$ cat src/rtl/fp8_dot_acc.sv
// fp8_dot_acc: sums N_TERMS truncated FP8 products (1 sign, 3 exp bias 3, 4 mant + hidden 1) into one element.
// Latency: 4 cycles per product (ACCEPT, ALIGN, ADD, NORM); the finished element appears in OUT after the last NORM.
// Backpressure: in_ready is high only in ACCEPT; a finished element holds in OUT (in_ready low) until out_ready.
// Ports: clk, rst_n (synchronous, active-low); in_valid/in_ready/in_data product stream in;
//        out_valid/out_ready/out_data finished dot-product element out.
module fp8_dot_acc #(
  parameter int N_TERMS = 4
) (
  input  logic       clk,
  input  logic       rst_n,
  input  logic       in_valid,
  output logic       in_ready,
  input  logic [7:0] in_data,
  output logic       out_valid,
  input  logic       out_ready,
  output logic [7:0] out_data
);

  typedef enum logic [2:0] {S_ACCEPT, S_ALIGN, S_ADD, S_NORM, S_OUT} state_t;

  localparam logic [3:0] LAST_CNT = 4'(N_TERMS - 1);

  state_t     r_state, w_state_nxt;
  logic [7:0] r_b, r_acc, r_out_data, r_byp_res;
  logic [3:0] r_cnt;
  logic       r_byp, r_sgn, r_sub;
  logic [2:0] r_exp;
  logic [4:0] r_mbig, r_msml;
  logic [5:0] r_sum;

  // ALIGN: pick the larger magnitude by {exp, mant}, shift the smaller onto its exponent.
  logic       w_b_zero, w_acc_zero, w_acc_big;
  logic [7:0] w_big, w_sml;
  logic [2:0] w_ediff;
  logic [4:0] w_sml_sh;

  always_comb begin
    w_b_zero   = (r_b[6:0] == 7'd0);
    w_acc_zero = (r_acc[6:0] == 7'd0);
    w_acc_big  = (r_acc[6:0] >= r_b[6:0]);
    w_big      = w_acc_big ? r_acc : r_b;
    w_sml      = w_acc_big ? r_b : r_acc;
    w_ediff    = w_big[6:4] - w_sml[6:4];
    // Only 5 mantissa bits exist, so a gap of 5 or more shifts everything out.
    w_sml_sh   = (w_ediff >= 3'd5) ? 5'd0 : ({1'b1, w_sml[3:0]} >> w_ediff);
  end

  // ADD: magnitudes are already ordered, so the difference never goes negative.
  logic [5:0] w_sum;
  assign w_sum = r_sub ? ({1'b0, r_mbig} - {1'b0, r_msml})
                       : ({1'b0, r_mbig} + {1'b0, r_msml});

  // NORM: carry moves right by one, otherwise shift the leading one up to bit 4.
  logic [2:0]        w_lz;
  logic [3:0]        w_shl;
  logic signed [4:0] w_exp_n;
  logic [7:0]        w_res;

  always_comb begin
    casez (r_sum[4:0])
      5'b1????: w_lz = 3'd0;
      5'b01???: w_lz = 3'd1;
      5'b001??: w_lz = 3'd2;
      5'b0001?: w_lz = 3'd3;
      default:  w_lz = 3'd4;
    endcase
    // The leading one lands in the hidden bit, so only the low four bits survive.
    w_shl   = r_sum[3:0] << w_lz;
    w_exp_n = 5'sd0;
    w_res   = 8'h00;
    if (r_byp) begin
      w_res = r_byp_res;
    end else if (r_sum[5]) begin
      w_exp_n = $signed({2'b00, r_exp}) + 5'sd1;
      w_res   = (w_exp_n > 5'sd7) ? {r_sgn, 7'h7F} : {r_sgn, w_exp_n[2:0], r_sum[4:1]};
    end else if (r_sum[4:0] != 5'd0) begin
      w_exp_n = $signed({2'b00, r_exp}) - $signed({2'b00, w_lz});
      w_res   = (w_exp_n < 5'sd0) ? 8'h00 : {r_sgn, w_exp_n[2:0], w_shl};
    end
    // 1.0 x 2^-3 shares its encoding with zero, so it collapses to 0x00.
    if (w_res[6:0] == 7'd0) w_res = 8'h00;
  end

  // State register.
  always_ff @(posedge clk) begin
    if (!rst_n) r_state <= S_ACCEPT;
    else        r_state <= w_state_nxt;
  end

  // Next-state logic.
  always_comb begin
    w_state_nxt = r_state;
    case (r_state)
      S_ACCEPT: if (in_valid) w_state_nxt = S_ALIGN;
      S_ALIGN:  w_state_nxt = S_ADD;
      S_ADD:    w_state_nxt = S_NORM;
      S_NORM:   w_state_nxt = (r_cnt == LAST_CNT) ? S_OUT : S_ACCEPT;
      S_OUT:    if (out_ready) w_state_nxt = S_ACCEPT;
      default:  w_state_nxt = S_ACCEPT;
    endcase
  end

  // Outputs.
  always_comb begin
    in_ready  = rst_n && (r_state == S_ACCEPT);
    out_valid = (r_state == S_OUT);
    out_data  = r_out_data;
  end

  // Datapath registers.
  always_ff @(posedge clk) begin
    if (!rst_n) begin
      r_b        <= 8'h00;
      r_acc      <= 8'h00;
      r_cnt      <= 4'd0;
      r_out_data <= 8'h00;
      r_byp      <= 1'b0;
      r_byp_res  <= 8'h00;
      r_sgn      <= 1'b0;
      r_sub      <= 1'b0;
      r_exp      <= 3'd0;
      r_mbig     <= 5'd0;
      r_msml     <= 5'd0;
      r_sum      <= 6'd0;
    end else begin
      case (r_state)
        S_ACCEPT: if (in_valid) r_b <= in_data;
        S_ALIGN: begin
          // Zero bypass still walks through ADD/NORM to keep latency constant.
          r_byp     <= w_b_zero | w_acc_zero;
          r_byp_res <= w_b_zero ? r_acc : r_b;
          r_sgn     <= w_big[7];
          r_sub     <= w_big[7] ^ w_sml[7];
          r_exp     <= w_big[6:4];
          r_mbig    <= {1'b1, w_big[3:0]};
          r_msml    <= w_sml_sh;
        end
        S_ADD: r_sum <= w_sum;
        S_NORM: begin
          r_acc <= w_res;
          if (r_cnt == LAST_CNT) r_out_data <= w_res;
          else                   r_cnt      <= r_cnt + 4'd1;
        end
        S_OUT: begin
          if (out_ready) begin
            r_acc <= 8'h00;
            r_cnt <= 4'd0;
          end
        end
        default: ;
      endcase
    end
  end

endmodule

$ cat config.mk
export PLATFORM = sky130hd
export DESIGN_NAME = fp8_dot_acc
export DESIGN_NICKNAME = d
export VERILOG_FILES = /design/src/rtl/fp8_dot_acc.sv
export SDC_FILE = /design/constraint.sdc
export NUM_CORES = 1
export LEC_CHECK = 0
export BUFFER_PORTS_ARGS = -buffer_cell sky130_fd_sc_hd__buf_4
export CAP_MARGIN = 20
export CORE_MARGIN = 8
export CORE_UTILIZATION = 62
export DETAILED_ROUTE_END_ITERATION = 10
export PLACE_DENSITY = 0.8
export SETUP_SLACK_MARGIN = 0.5
export SYNTH_ARGS = -nofsm -noshare
export SYNTH_HDL_FRONTEND = slang
export SYNTH_SLANG_ARGS = --single-unit
$ cat constraint.sdc
create_clock -name clk -period 10.8 [get_ports clk]
set_input_delay 0.54 -clock clk [delete_from_list [all_inputs] [get_ports clk]]
set_output_delay 0.54 -clock clk [all_outputs]
set_load 0.02 [all_outputs]
# Yosys cells after proc, flatten, opt, wreduce, memory -nomap -nowiden
# Cells that the tools add are included.
[classes] n_reduce_logical=12 muxes=21 addsub=6 eq_ne=11 shift=2 bitwise_logic=2 order_cmp=4
[op_table] op="$mux 8" n=9
[op_table] op="$logic_not 7->1" n=3
[op_table] op="$pmux 8 s2" n=1
[op_table] op="$pmux 3 s5" n=1
[op_table] op="$pmux 3 s4" n=1
[op_table] op="$mux 3" n=3
[op_table] op="$mux 4" n=2
[op_table] op="$pmux 4 s2" n=1
[op_table] op="$reduce_and 2->1" n=4
[op_table] op="$ge 7x7->1" n=1
[op_table] op="$mux 7" n=1
[op_table] op="$add 5x5->6" n=1
[op_table] op="$eq 3x1->1 const B" n=2
[op_table] op="$eq 3x2->1 const B" n=2
[op_table] op="$mux 6" n=1
[op_table] op="$sub 5x5->6" n=1
[op_table] op="$mux 5" n=1
[op_table] op="$reduce_bool 5->1" n=1
[op_table] op="$shr 5x3->5" n=1
[op_table] op="$add 3x1->4 const B" n=1
[op_table] op="$add 4x1->4 const B" n=1
[op_table] op="$eq 4x1->1 const B" n=1
[op_table] op="$eq 4x2->1 const B" n=1
[op_table] op="$gt 4x3->1 const B" n=1
[op_table] op="other kinds (15)" n=16
[word_totals] elab_cells=71 out_inout_bits=10 in_bits=12 ff_bits=61

# Depth between registers and ports, before layout
# Gate-level depths: netlist of run 1.
[logic_depth] ltp_word=11 ltp_mapped=16 ltp_nobuf=15

# Worst setup path before layout of run 1
# No wires, ideal clock.
[synth_path] path_type="flip-flop to flip-flop" start="register r_b[5]" end="register r_msml[0]" slack_ns=7.034 t_required_ns=10.704 n_path_buf=2 setup_ns=0.096 arrival_time_ns=3.671 path_stages_with_launch=17 synth_period_minus_slack_ns=3.766 cell_sequence="dfxtp_1 clkbuf_1 inv_1 ha_1 and3_1 a21o_1 a21oi_1 clkbuf_1 and3_1 a21oi_1 ha_1 or4b_1 a211oi_1 a21boi_1 nor3_2 or3_1 o41ai_2"
[synth_between] elab_chain_cells=5 elab_cells_between_ends=7 classes_between="add/sub: 1; order compare: 2; shift: 1; mux: 3"
[synth_lines] element="start: declaration" line="24" text="logic [7:0] r_b, r_acc, r_out_data, r_byp_res;"
[synth_lines] element="start signal: assignment" line="127" text="S_ACCEPT: if (in_valid) r_b <= in_data;"
[synth_lines] element="$ge 7x7->1" line="40" text="w_acc_big = (r_acc[6:0] >= r_b[6:0]);"
[synth_lines] element="$mux 8 (on tied branches)" line="41, 42"
[synth_lines] element="$sub 3x3->3" line="43" text="w_ediff = w_big[6:4] - w_sml[6:4];"
[synth_lines] element="$ge 3x3->1 or $shr 5x3->5 (tied branches)" line="45" text="w_sml_sh = (w_ediff >= 3'd5) ? 5'd0 : ({1'b1, w_sml[3:0]} >> w_ediff);"
[synth_lines] element="$mux 5 *" line="45"
[synth_lines] element="end signal: assignment" line="136" text="r_msml <= w_sml_sh;"
[synth_lines] element="end: declaration" line="28" text="logic [4:0] r_mbig, r_msml;"
# Every way passes the cells marked *; elsewhere a longest branch is shown, timed or not.
# A chain may end at the register's enable or synchronous reset.

# Worst setup path in the final report of run 1
[layout_path] start="register r_b[4]" end="register r_msml[0]"
# Same word-level chain as after synthesis.

==> flow_metrics.py, run 1 <==
metrics = {
    "worst_setup_path": {
        "path_common_cell": "a21o_1",
        "crit_buf_inv": 1,
        "cpMaxStageDelayCell": "a21oi_1",
        "cp-endpoint": "r_msml[0]",
        "cp_max_fo": 11,
        "r2r-end": "r_msml[0]",
        "startpoint_type": "flop",
        "cp.arrival_ns": 4.62,
        "crit_family": "compound AO/OA/AOI/OAI gates",
        "cpPeakStageDelay_ns": 0.63,
        "rrSetupSlack_ns": 6.43,
        "end_kind": "flop",
        "cp.depth": 15,
        "worstSetupStartpoint": "r_b[4]",
        "critical_path_class": "reg2reg",
        "cp.required_ns": 11.05,
        "path_cells": "inv_1, ha_1, a21o_1, a21o_1, a21o_1, a21oi_1, and3_1, a21oi_1, ha_1, or4b_1, a211oi_1, a21boi_1, nor3_2, or3_1, o41ai_2",
        "r2r_start": "r_b[4]",
        "rr_worst_depth": 15,
    },
    "final_layout": {
        "syn_to_final_growth_pct": 9.972,
        "layout.nets": 502,
        "post-route-util": 0.7123,
        "drive_gt1_frac": 0.1097,
        "mostFrequentLayoutCells": "nor2_1, dfxtp_1, nand2_1",
        "antenna_cells": 0,
        "mostFrequentLayoutCell": "nor2_1",
        "design_area_mm2": 0.003946,
    },
    "power_and_ir_drop": {
        "switching_share": 0.3439,
        "p_leak_nw": 1.477,
        "power_mw": 0.6186,
        "seqPwrFrac": 0.420,
        "ir_drop_uv": 110.8,
        "power_frac_comb": 0.267,
        "p_int_mw": 0.4059,
        "p_switching_mw": 0.2127,
        "power_density_mw_per_mm2": 156.8,
        "clkPwrFrac": 0.313,
    },
    "global_routing": {
        "grt_pass1_vias": 3110,
        "track_usage": 0.2095,
        "grt_max_degree": 46,
        "grt_pass1_wl_mm": 14.58,
        "antenna_found_initial": 0,
        "grt_overflow_total": 0,
    },
    "timing": {
        "rsz0062_at_grt": "no",
        "relSlewSlack": 0.4018,
        "tightest_slew_ns": 0.8973,
        "fin_crit_sh": 0.4045,
        "layout_setup_ws_ns": 6.432,
        "timing.fmax_mhz": 228.9,
        "hold_viol_final": 0,
        "fin_skew_ns": 0.009578,
        "setup_tns_ns": 0,
        "finalCriticalPeriod_ns": 4.368,
        "slew_viol_final": 0,
        "setup_viol": 0,
    },
    "detailed_routing": {
        "wl_per_cell_um": 16.15,
        "wl_met1_mm": 4.023,
        "drt_wl_total_mm": 8.818,
        "drc": 0,
        "wl_met2_mm": 4.186,
        "wl_met3_um": 440,
        "drtPass1Iterations": 5,
        "avgViaCountPerCell": 6.190,
        "drtIter0Drc": 273,
        "top_layer": "met4",
        "vias": 3380,
        "ant_nets": 0,
    },
    "die": {
        "initial_core_util": 0.6477,
        "core_area_mm2": 0.005540,
        "fp.dieW_um": 92.08,
        "ios": 22,
        "die-area_mm2": 0.008478,
        "die_y_um": 92.08,
        "rows": 27,
    },
    "clock_network": {
        "cts_buffer_depth": 2,
        "clockRootBuffer": "clkbuf_8",
        "ctsHoldBuffers": 0,
        "cts_max_level": 3,
        "cts_resized": 0,
        "cts_sinks": 61,
        "post_cts_buffers": 0,
        "cts_tree": "yes",
        "clock_insertion_delay_worst_skew_ns": 0.35,
        "cts_buffers": 9,
        "path_clk_slew_ns": 0.08,
    },
    "place": {
        "hpwl_mm": 6.413,
        "io_buffers": 21,
        "dp_slack_ns": 6.521,
        "place.gp.congestion": 0.8873,
        "dpl_cell_area_mm2": 0.003752,
    },
    "yosys": {
        "synth.largest_area_cell": "dfxtp_1",
        "ys.flop_type": "dfxtp_1",
        "syn_inst": 460,
        "synthDominantCellAreaShare": 0.3403,
        "netlist_area_mm2": 0.003588,
        "syn_nets": 493,
        "synthTopCellsByArea": "dfxtp_1, ha_1, nor2_1, a21oi_1, nand2_1",
        "syn_avg_cell_area_um2": 7.801,
        "synth_edf_count": 0,
        "ys_ff_latch": 61,
        "synth_cell_types": 62,
        "ys_async_sr_fraction": 0,
        "yosysSeqAreaShare": 0.3403,
        "yosysWarningCount": 0,
    },
    "worst_hold_path": {
        "hold_start": "in_data[6]",
        "hold_path.class": "in2reg",
    },
    "outcome": {
        "status": "complete, no violations",
    },
    "run": {
        "max-cap-violations": 0,
    },
}
==> synth_stat cells (3+ instances only) <==
cell / n
a211oi_1: 8
a21o_1: 3
a21oi_1: 42
a22oi_1: 7
a311oi_1: 8
a31oi_1: 5
a32oi_1: 3
and3_1: 3
clkbuf_1: 21
dfxtp_1: 61
ha_1: 19
inv_1: 26
mux2i_1: 5
nand2_1: 53
nand2b_1: 4
nand3_1: 12
nand3b_1: 4
nor2_1: 63
nor2b_1: 5
nor3_1: 16
nor3b_1: 4
nor4_1: 5
o211ai_1: 7
o21ai_0: 11
o21ai_1: 8
xnor2_1: 8
==> stage by stage <==
stage / hold slack [ns] / instances
2_1_floorplan: 0.4471 / 460
3_3_place_gp: 0.4510 / 530
3_5_place_dp: 0.4555 / 530
4_1_cts: 0.4221 / 546
5_1_grt: 0.4254 / 546
6_report: 0.4298 / 546
==> power groups by stage <==
stage	registers, mW	logic [mW]	clock network [mW]
3_5_place_dp	0.264	0.163	0
4_1_cts	0.259	0.165	0.196
6_report	0.260	0.165	0.194
2_1_floorplan	0.254	0.134	0
3_3_place_gp	0.264	0.157	0
5_1_grt	0.263	0.182	0.208
==> worst min path at each step <==
stage	end	slack (ns)	depth (start not counted)
5_1_grt	r_b[6]	0.43	3
3_5_place_dp	out_data[1]	0.46	2
4_1_cts	r_b[0]	0.42	3
2_1_floorplan	r_mbig[4]	0.45	2
3_3_place_gp	out_data[1]	0.45	2
6_report	r_b[6]	0.43	3
==> metal layers <==
metal,track usage,up-vias
met3,0.05460,22
met2,0.3355,112
met1,0.2611,1577
met4,0.08456,0
met5,0,-
li1,-,1669
==> sequential cells by signal, indices dropped and copies added, names as in the netlist, 4 cells and up <==
register   cells
r_msml         5
r_mbig         5
r_b            8
r_acc          8
r_sum          6
out_data       8
r_cnt          4
r_byp_res      8
==> area by class of cell <==
| cell class | instances | area, um2 |
|---|---|---|
| clock buffer | 11 | 151.4 |
| multi-input combinational | 347 | 2167 |
| clock inverter | 5 | 42.54 |
| inverter | 27 | 101.3 |
| sequential | 61 | 1221 |
| tap | 72 | 90.09 |
| timing repair buffer | 23 | 172.7 |
| fill | 470 | 1594 |
==> kinds of logic (layout without fill, tap and decap cells) <==
logic type | Yosys count | in the layout | share of synthesized area
xor+xnor | 10 | 10 | 0.02441
simple gates | 186 | 186 | 0.2490
buf+inv | 52 | 66 | 0.05718
compound gates | 124 | 124 | 0.2315
fa+ha+maj | 21 | 21 | 0.07741
mux | 6 | 6 | 0.02022
flops | 61 | 61 | 0.3403
==> tightest hold or removal path, cell delays in order <==
cell and delay [ns]:
buf_4 0.11, nand2_1 0.04, a21oi_1 0.05
Power figures use the tool's default switching activity.
==> run 2, diff against run 1 <==
--- a/config.mk
+++ b/config.mk
@@ -5,12 +5,13 @@
 export SDC_FILE = /design/constraint.sdc
 export NUM_CORES = 1
 export LEC_CHECK = 0
+export ABC_AREA = 1
 export BUFFER_PORTS_ARGS = -buffer_cell sky130_fd_sc_hd__buf_4
 export CAP_MARGIN = 20
 export CORE_MARGIN = 8
-export CORE_UTILIZATION = 62
+export CORE_UTILIZATION = 55
 export DETAILED_ROUTE_END_ITERATION = 10
-export PLACE_DENSITY = 0.8
+export PLACE_DENSITY = 0.75
 export SETUP_SLACK_MARGIN = 0.5
 export SYNTH_ARGS = -nofsm -noshare
 export SYNTH_HDL_FRONTEND = slang
==> constraint.sdc (replaced) <==
create_clock -name clk -period 3.6 [get_ports clk]
set_input_delay 0.18 -clock clk [delete_from_list [all_inputs] [get_ports clk]]
set_output_delay 0.18 -clock clk [all_outputs]
set_load 0.02 [all_outputs]
==> run 2 against run 1 <==
Against the previous run: global-route usage shrank 1.1 points; count of clock-buffer cells in the layout down 1; non-clock buffer count grew 2; core utilization is 7.6 points lower; sequential cell count stayed put; clock power grew to 3.2 times the previous value; design area increased by 3.0%; worst hold slack got worse by 0.33 ns; setup slack got worse by 5.7 ns; synthesized cell count rose by 15%; via count rose by 5.8%; die area increased by 12%; critical endpoint unchanged; largest cell class unchanged.
==> flow_metrics.py, run 2 <==
metrics = {
    "place": {
        "io_buffers": 21,
        "place.gp.congestion": 0.9436,
        "hpwl_mm": 6.714,
    },
    "yosys": {
        "yosysSeqAreaShare": 0.3352,
        "syn_inst": 528,
        "netlist_area_mm2": 0.003643,
        "yosys-top-cells-count": "nand2_1, inv_1, a21oi_1, dfxtp_1, o21ai_0",
        "synth_cell_types": 39,
        "syn_nets": 561,
        "yosysWarningCount": 0,
        "synth_edf_count": 0,
        "synthDominantCellAreaShare": 0.3352,
        "synth.largest_area_cell": "dfxtp_1",
        "ys.flop_type": "dfxtp_1",
        "syn_avg_cell_area_um2": 6.901,
        "synthTopCellsByArea": "dfxtp_1, nand2_1, a21oi_1, inv_1, ha_1",
        "synth.most_common_cell": "nand2_1",
        "ys_async_sr_fraction": 0,
        "ys_ff_latch": 61,
    },
    "worst_hold_path": {
        "hold_path.class": "in2reg",
    },
    "timing": {
        "tightest_slew_ns": 0.9544,
        "rsz0062_at_grt": "no",
        "finalCriticalPeriod_ns": 2.848,
        "timing.fmax_mhz": 351.2,
        "slew_viol_final": 0,
        "setup_viol": 0,
        "setup_tns_ns": 0,
        "hold_viol_final": 0,
        "relSlewSlack": 0.3630,
        "fin_crit_sh": 0.7910,
        "fin_skew_ns": 0.008479,
    },
    "final_layout": {
        "syn_to_final_growth_pct": 11.61,
        "layout.nets": 581,
        "antenna_cells": 0,
        "drive_gt1_frac": 0.1338,
        "mostFrequentLayoutCells": "nand2_1, inv_1, a21oi_1, dfxtp_1, o21ai_0",
        "mostFrequentLayoutCell": "nand2_1",
    },
    "global_routing": {
        "antenna_found_initial": 0,
        "grt_max_degree": 33,
        "track_usage": 0.1988,
        "grt_overflow_total": 0,
        "grt_pass1_wl_mm": 15.55,
        "grt_pass1_vias": 3299,
    },
    "worst_setup_path": {
        "end_kind": "flop",
        "critical_path_class": "reg2reg",
        "path_cells": "inv_1, ha_1, nand2_1, inv_1, a21oi_4, nand3_4, nand2_1, o21ai_0, o21bai_1, ha_1, nor2_4, nand3_1, nand2_1, inv_1, nand2_1, nand2_1, nand3_1, a21oi_1",
        "path_common_cell": "nand2_1",
        "crit_buf_inv": 3,
        "cpMaxStageDelayCell": "ha_1",
        "cp_max_fo": 6,
        "cp.arrival_ns": 3.05,
        "cp.required_ns": 3.80,
        "startpoint_type": "flop",
        "crit_family": "simple AND/OR/NAND/NOR gates",
        "cpPeakStageDelay_ns": 0.41,
    },
    "detailed_routing": {
        "vias": 3577,
        "wl_per_cell_um": 14.76,
        "avgViaCountPerCell": 5.678,
        "drtPass1Iterations": 5,
        "drc": 0,
        "drtIter0Drc": 379,
        "drt_wl_total_mm": 9.301,
        "ant_nets": 0,
    },
    "power_and_ir_drop": {
        "ir_drop_uv": 344.8,
        "power_density_mw_per_mm2": 516.6,
        "power_mw": 2.101,
        "p_leak_nw": 1.810,
    },
    "die": {
        "core_area_mm2": 0.006386,
        "die_y_um": 97.39,
        "die-area_mm2": 0.009485,
        "fp.dieW_um": 97.39,
        "initial_core_util": 0.5705,
        "rows": 29,
        "ios": 22,
    },
    "clock_network": {
        "cts_tree": "yes",
        "ctsHoldBuffers": 0,
        "cts_max_level": 3,
        "path_clk_slew_ns": 0.07,
        "cts_sinks": 61,
        "clockRootBuffer": "clkbuf_8",
        "clock_insertion_delay_worst_skew_ns": 0.35,
        "cts_buffer_depth": 2,
        "cts_buffers": 9,
    },
    "outcome": {
        "status": "complete, no violations",
    },
    "run": {
        "max-cap-violations": 0,
    },
}
-- run 2: report_power, final --
| group | total [mW] | switching [mW] | internal [mW] |
|---|---|---|---|
| Clock | 0.621 | 0.285 | 0.335 |
| Sequential | 0.774 | 0.0487 | 0.725 |
| Combinational | 0.706 | 0.449 | 0.257 |
| Total | 2.10 | 0.783 | 1.32 |
-- run 2: routing by layer --
metal,wire (um),up-vias,global-route usage,share of wire
met3,598,18,0.06472,0.064
met4,210,0,0.07576,0.023
met1,4181,1660,0.2412,0.45
met2,4310,105,0.3176,0.46
met5,0,-,0,0
li1,-,1794,-,-
-- run 2: cell families after synthesis --
family	synth area share
AOI/OAI and AO/OA	0.1985
xor gates and xnor gates	0.01923
adders and majority gates	0.07624
buffers and inverters	0.1013
DFF	0.3352
and+or+nand+nor	0.2696
-- run 2: worst min-delay path: stages --
cell	delay [ns]
buf_4	0.07
o21ai_0	0.07
a21oi_1	0.10
-- run 2: path summary, 6_finish.rpt --
kind	slack, ns	startpoint	cells past startpoint	endpoint
setup reg to reg	0.75	r_b[5]	18	r_msml[0]
hold reg to reg	0.47	r_sgn	2	r_sgn
hold / removal	0.10	in_data[3]	3	r_b[3]
setup / recovery	0.75	r_b[5]	18	r_msml[0]
-- run 2: cell type report --
cell class,count,area [um2]
flip-flops and latches,61,1221
repair buffers,25,187.7
inverters,76,285.3
clock inverters,6,62.56
fillers,591,2320
multi-input cells,375,2076
well taps,77,96.34
clock buffers,10,137.6
-- run 2: timing repair --
| action | CTS | global route |
|---|---|---|
| setup endpoints to repair | 0 | 2 |
| resized for setup | 0 | 4 |
| setup buffers | 0 | 3 |
-- run 2: through the flow --
stage | setup WS, ns | utilization | cells | instance area (um2) | hold WS, ns
2_1_floorplan | 0.8968 | - | 528 | 3643 | 0.3355
3_3_place_gp | 0.6627 | 0.5984 | 610 | 3821 | 0.4559
3_5_place_dp | 0.5403 | 0.5984 | 610 | 3821 | 0.4594
4_1_cts | 0.5012 | 0.6297 | 626 | 4021 | 0.09819
5_1_grt | 0.5159 | 0.6368 | 630 | 4066 | 0.09502
6_report | 0.7522 | 0.6368 | 630 | 4066 | 0.1044
==> run 3, diff against run 2 <==
==> constraint.sdc (replaced) <==
create_clock -name clk -period 2.6 [get_ports clk]
set_input_delay 0.13 -clock clk [delete_from_list [all_inputs] [get_ports clk]]
set_output_delay 0.13 -clock clk [all_outputs]
set_load 0.02 [all_outputs]
==> run 3 against run 2 <==
Against the previous run: first-iteration DRC count increased by 27%; core utilization increased by 12 points; die area did not move; worst hold slack got worse by 0.039 ns; combinational power is 100% higher; power rose by 54%; critical path type unchanged; critical endpoint unchanged; highest routed layer unchanged.
==> flow_metrics.py, run 3 (same netlist as run 2, synthesis figures left out) <==
metrics = {
    "outcome": {
        "status": "complete, no violations",
    },
    "die": {
        "ios": 22,
        "initial_core_util": 0.5705,
        "die-area_mm2": 0.009485,
        "core_area_mm2": 0.006386,
        "rows": 29,
        "die_y_um": 97.39,
        "fp.dieW_um": 97.39,
    },
    "place": {
        "placedCellCount": 627,
        "place.gp.congestion": 0.9363,
        "hpwl_mm": 7.242,
        "io_buffers": 21,
    },
    "worst_setup_path": {
        "rrSetupSlack_ns": 0.23,
        "cp.depth": 18,
        "cpMaxStageDelayCell": "dfxtp_4",
        "rr_worst_depth": 18,
        "worstSetupStartpoint": "r_b[4]",
        "end_kind": "flop",
        "r2r_start": "r_b[4]",
        "cp.required_ns": 2.83,
        "critical_path_class": "reg2reg",
        "crit_family": "simple AND/OR/NAND/NOR gates",
        "path_cells": "inv_4, ha_4, nand2_2, nand2_2, a21oi_4, nand3_4, nand2_2, o21ai_2, o21bai_4, ha_4, nor2_4, nand3_2, nand2_1, inv_1, nand2_1, nand2_1, nand3_1, a21oi_1",
        "cpPeakStageDelay_ns": 0.36,
        "cp-endpoint": "r_msml[0]",
        "r2r-end": "r_msml[0]",
        "startpoint_type": "flop",
        "cp.arrival_ns": 2.60,
        "cp_max_fo": 6,
        "crit_buf_inv": 2,
    },
    "global_routing": {
        "grt_pass1_wl_mm": 17.13,
        "grt_overflow_total": 0,
        "grt_max_degree": 33,
        "grt_pass1_vias": 3656,
        "track_usage": 0.2176,
        "antenna_found_initial": 0,
    },
    "clock_network": {
        "cts_buffers": 9,
        "cts_sinks": 61,
        "cts_max_level": 3,
        "clock_insertion_delay_worst_skew_ns": 0.35,
        "cts_buffer_depth": 2,
        "ctsHoldBuffers": 0,
        "cts_tree": "yes",
        "path_clk_slew_ns": 0.07,
        "clockRootBuffer": "clkbuf_8",
    },
    "detailed_routing": {
        "ant_nets": 0,
        "wl_met2_mm": 5.432,
        "wl_per_cell_um": 16.83,
        "vias": 4012,
        "drtPass1Iterations": 8,
        "top_layer": "met4",
        "drtIter0Drc": 481,
        "drc": 0,
        "avgViaCountPerCell": 5.917,
        "wl_met3_um": 713,
        "wl_met1_mm": 4.741,
        "drt_wl_total_mm": 11.41,
    },
    "power_and_ir_drop": {
        "power_density_mw_per_mm2": 671.6,
        "p_leak_nw": 2.096,
        "ir_drop_uv": 401.8,
    },
    "final_layout": {
        "mostFrequentLayoutCells": "nand2_1, buf_4, inv_1",
        "drive_gt1_frac": 0.3478,
        "mostFrequentLayoutCell": "nand2_1",
        "syn_to_final_growth_pct": 31.97,
        "instances_no_fill": 678,
        "n_fill_cell": 460,
        "antenna_cells": 0,
        "layout.nets": 630,
    },
    "timing": {
        "relSlewSlack": 0.5417,
        "slew_viol_final": 0,
        "timing.fmax_mhz": 422.7,
        "hold_viol_final": 0,
        "rsz0062_at_grt": "yes",
        "setup_viol": 0,
        "finalCriticalPeriod_ns": 2.366,
        "fin_skew_ns": 0.01049,
        "fin_crit_sh": 0.9099,
        "setup_tns_ns": 0,
        "tightest_slew_ns": 0.6874,
    },
    "worst_hold_path": {
        "hold_path.class": "in2reg",
    },
    "run": {
        "max-cap-violations": 0,
    },
}
## run 3: repair_timing
action	in CTS	in global routing
pin swaps	28	45
gates resized for setup	56	52
buffers inserted	21	15
endpoints found under the setup margin	14	16
## run 3: per-stage QoR
step	area, um2	hold WS (ns)	power, mW	setup slack, ns	util
finish	4808	0.06538	3.229	0.2343	0.7529
global route	4808	0.07913	3.402	0.1206	0.7529
CTS	4507	0.06269	2.957	0.3486	0.7057
detailed placement	4020	0.4180	2.069	0.08409	0.6295
global placement	4020	0.4114	2.042	0.1868	0.6295
floorplan	3715	0.2855	1.847	0.1525	-
## run 3: worst reg2reg max path: stages, from the launching register on
cell,delay (ns)
dfxtp_4,0.36
inv_4,0.04
ha_4,0.23
nand2_2,0.07
nand2_2,0.07
a21oi_4,0.19
nand3_4,0.11
nand2_2,0.08
o21ai_2,0.06
o21bai_4,0.18
ha_4,0.26
nor2_4,0.13
nand3_2,0.08
nand2_1,0.11
inv_1,0.05
nand2_1,0.05
nand2_1,0.05
nand3_1,0.06
a21oi_1,0.06
## run 3: cell type report
class                           instances  area [um2]  share of cell area
Clock inverter                          4       25.02            0.005204
Clock buffer                           11       141.4             0.02940
Timing Repair Buffer                   75       585.6              0.1218
Tap cell                               77       96.34             0.02004
Multi-Input combinational cell        374        2421              0.5035
Inverter                               76       287.8             0.05985
Sequential cell                        61        1251              0.2602
## run 3: how the worst min path moves through the flow
| stage | cells after the start | slack, ns | endpoint | start |
|---|---|---|---|---|
| 4_1_cts | 3 | 0.06 | r_b[0] | in_data[0] |
| 2_1_floorplan | 2 | 0.29 | r_cnt[2] | rst_n |
| 5_1_grt | 3 | 0.08 | r_b[7] | in_data[7] |
| 6_report | 3 | 0.07 | r_b[0] | in_data[0] |
| 3_5_place_dp | 3 | 0.42 | r_b[0] | in_data[0] |
| 3_3_place_gp | 3 | 0.41 | r_b[0] | in_data[0] |
## run 3: where the power goes
| group | switching [mW] | leakage (nW) | internal [mW] |
|---|---|---|---|
| clock | 0.379 | 0.0812 | 0.363 |
| sequential | 0.0729 | 0.505 | 1.01 |
| combinational | 0.808 | 1.51 | 0.601 |
## run 3: metal layers
layer  up-vias  track usage
met5         -            0
met4         0       0.1061
met3        60      0.05761
met2       202       0.3616
met1      1864       0.2518
li1       1886            -
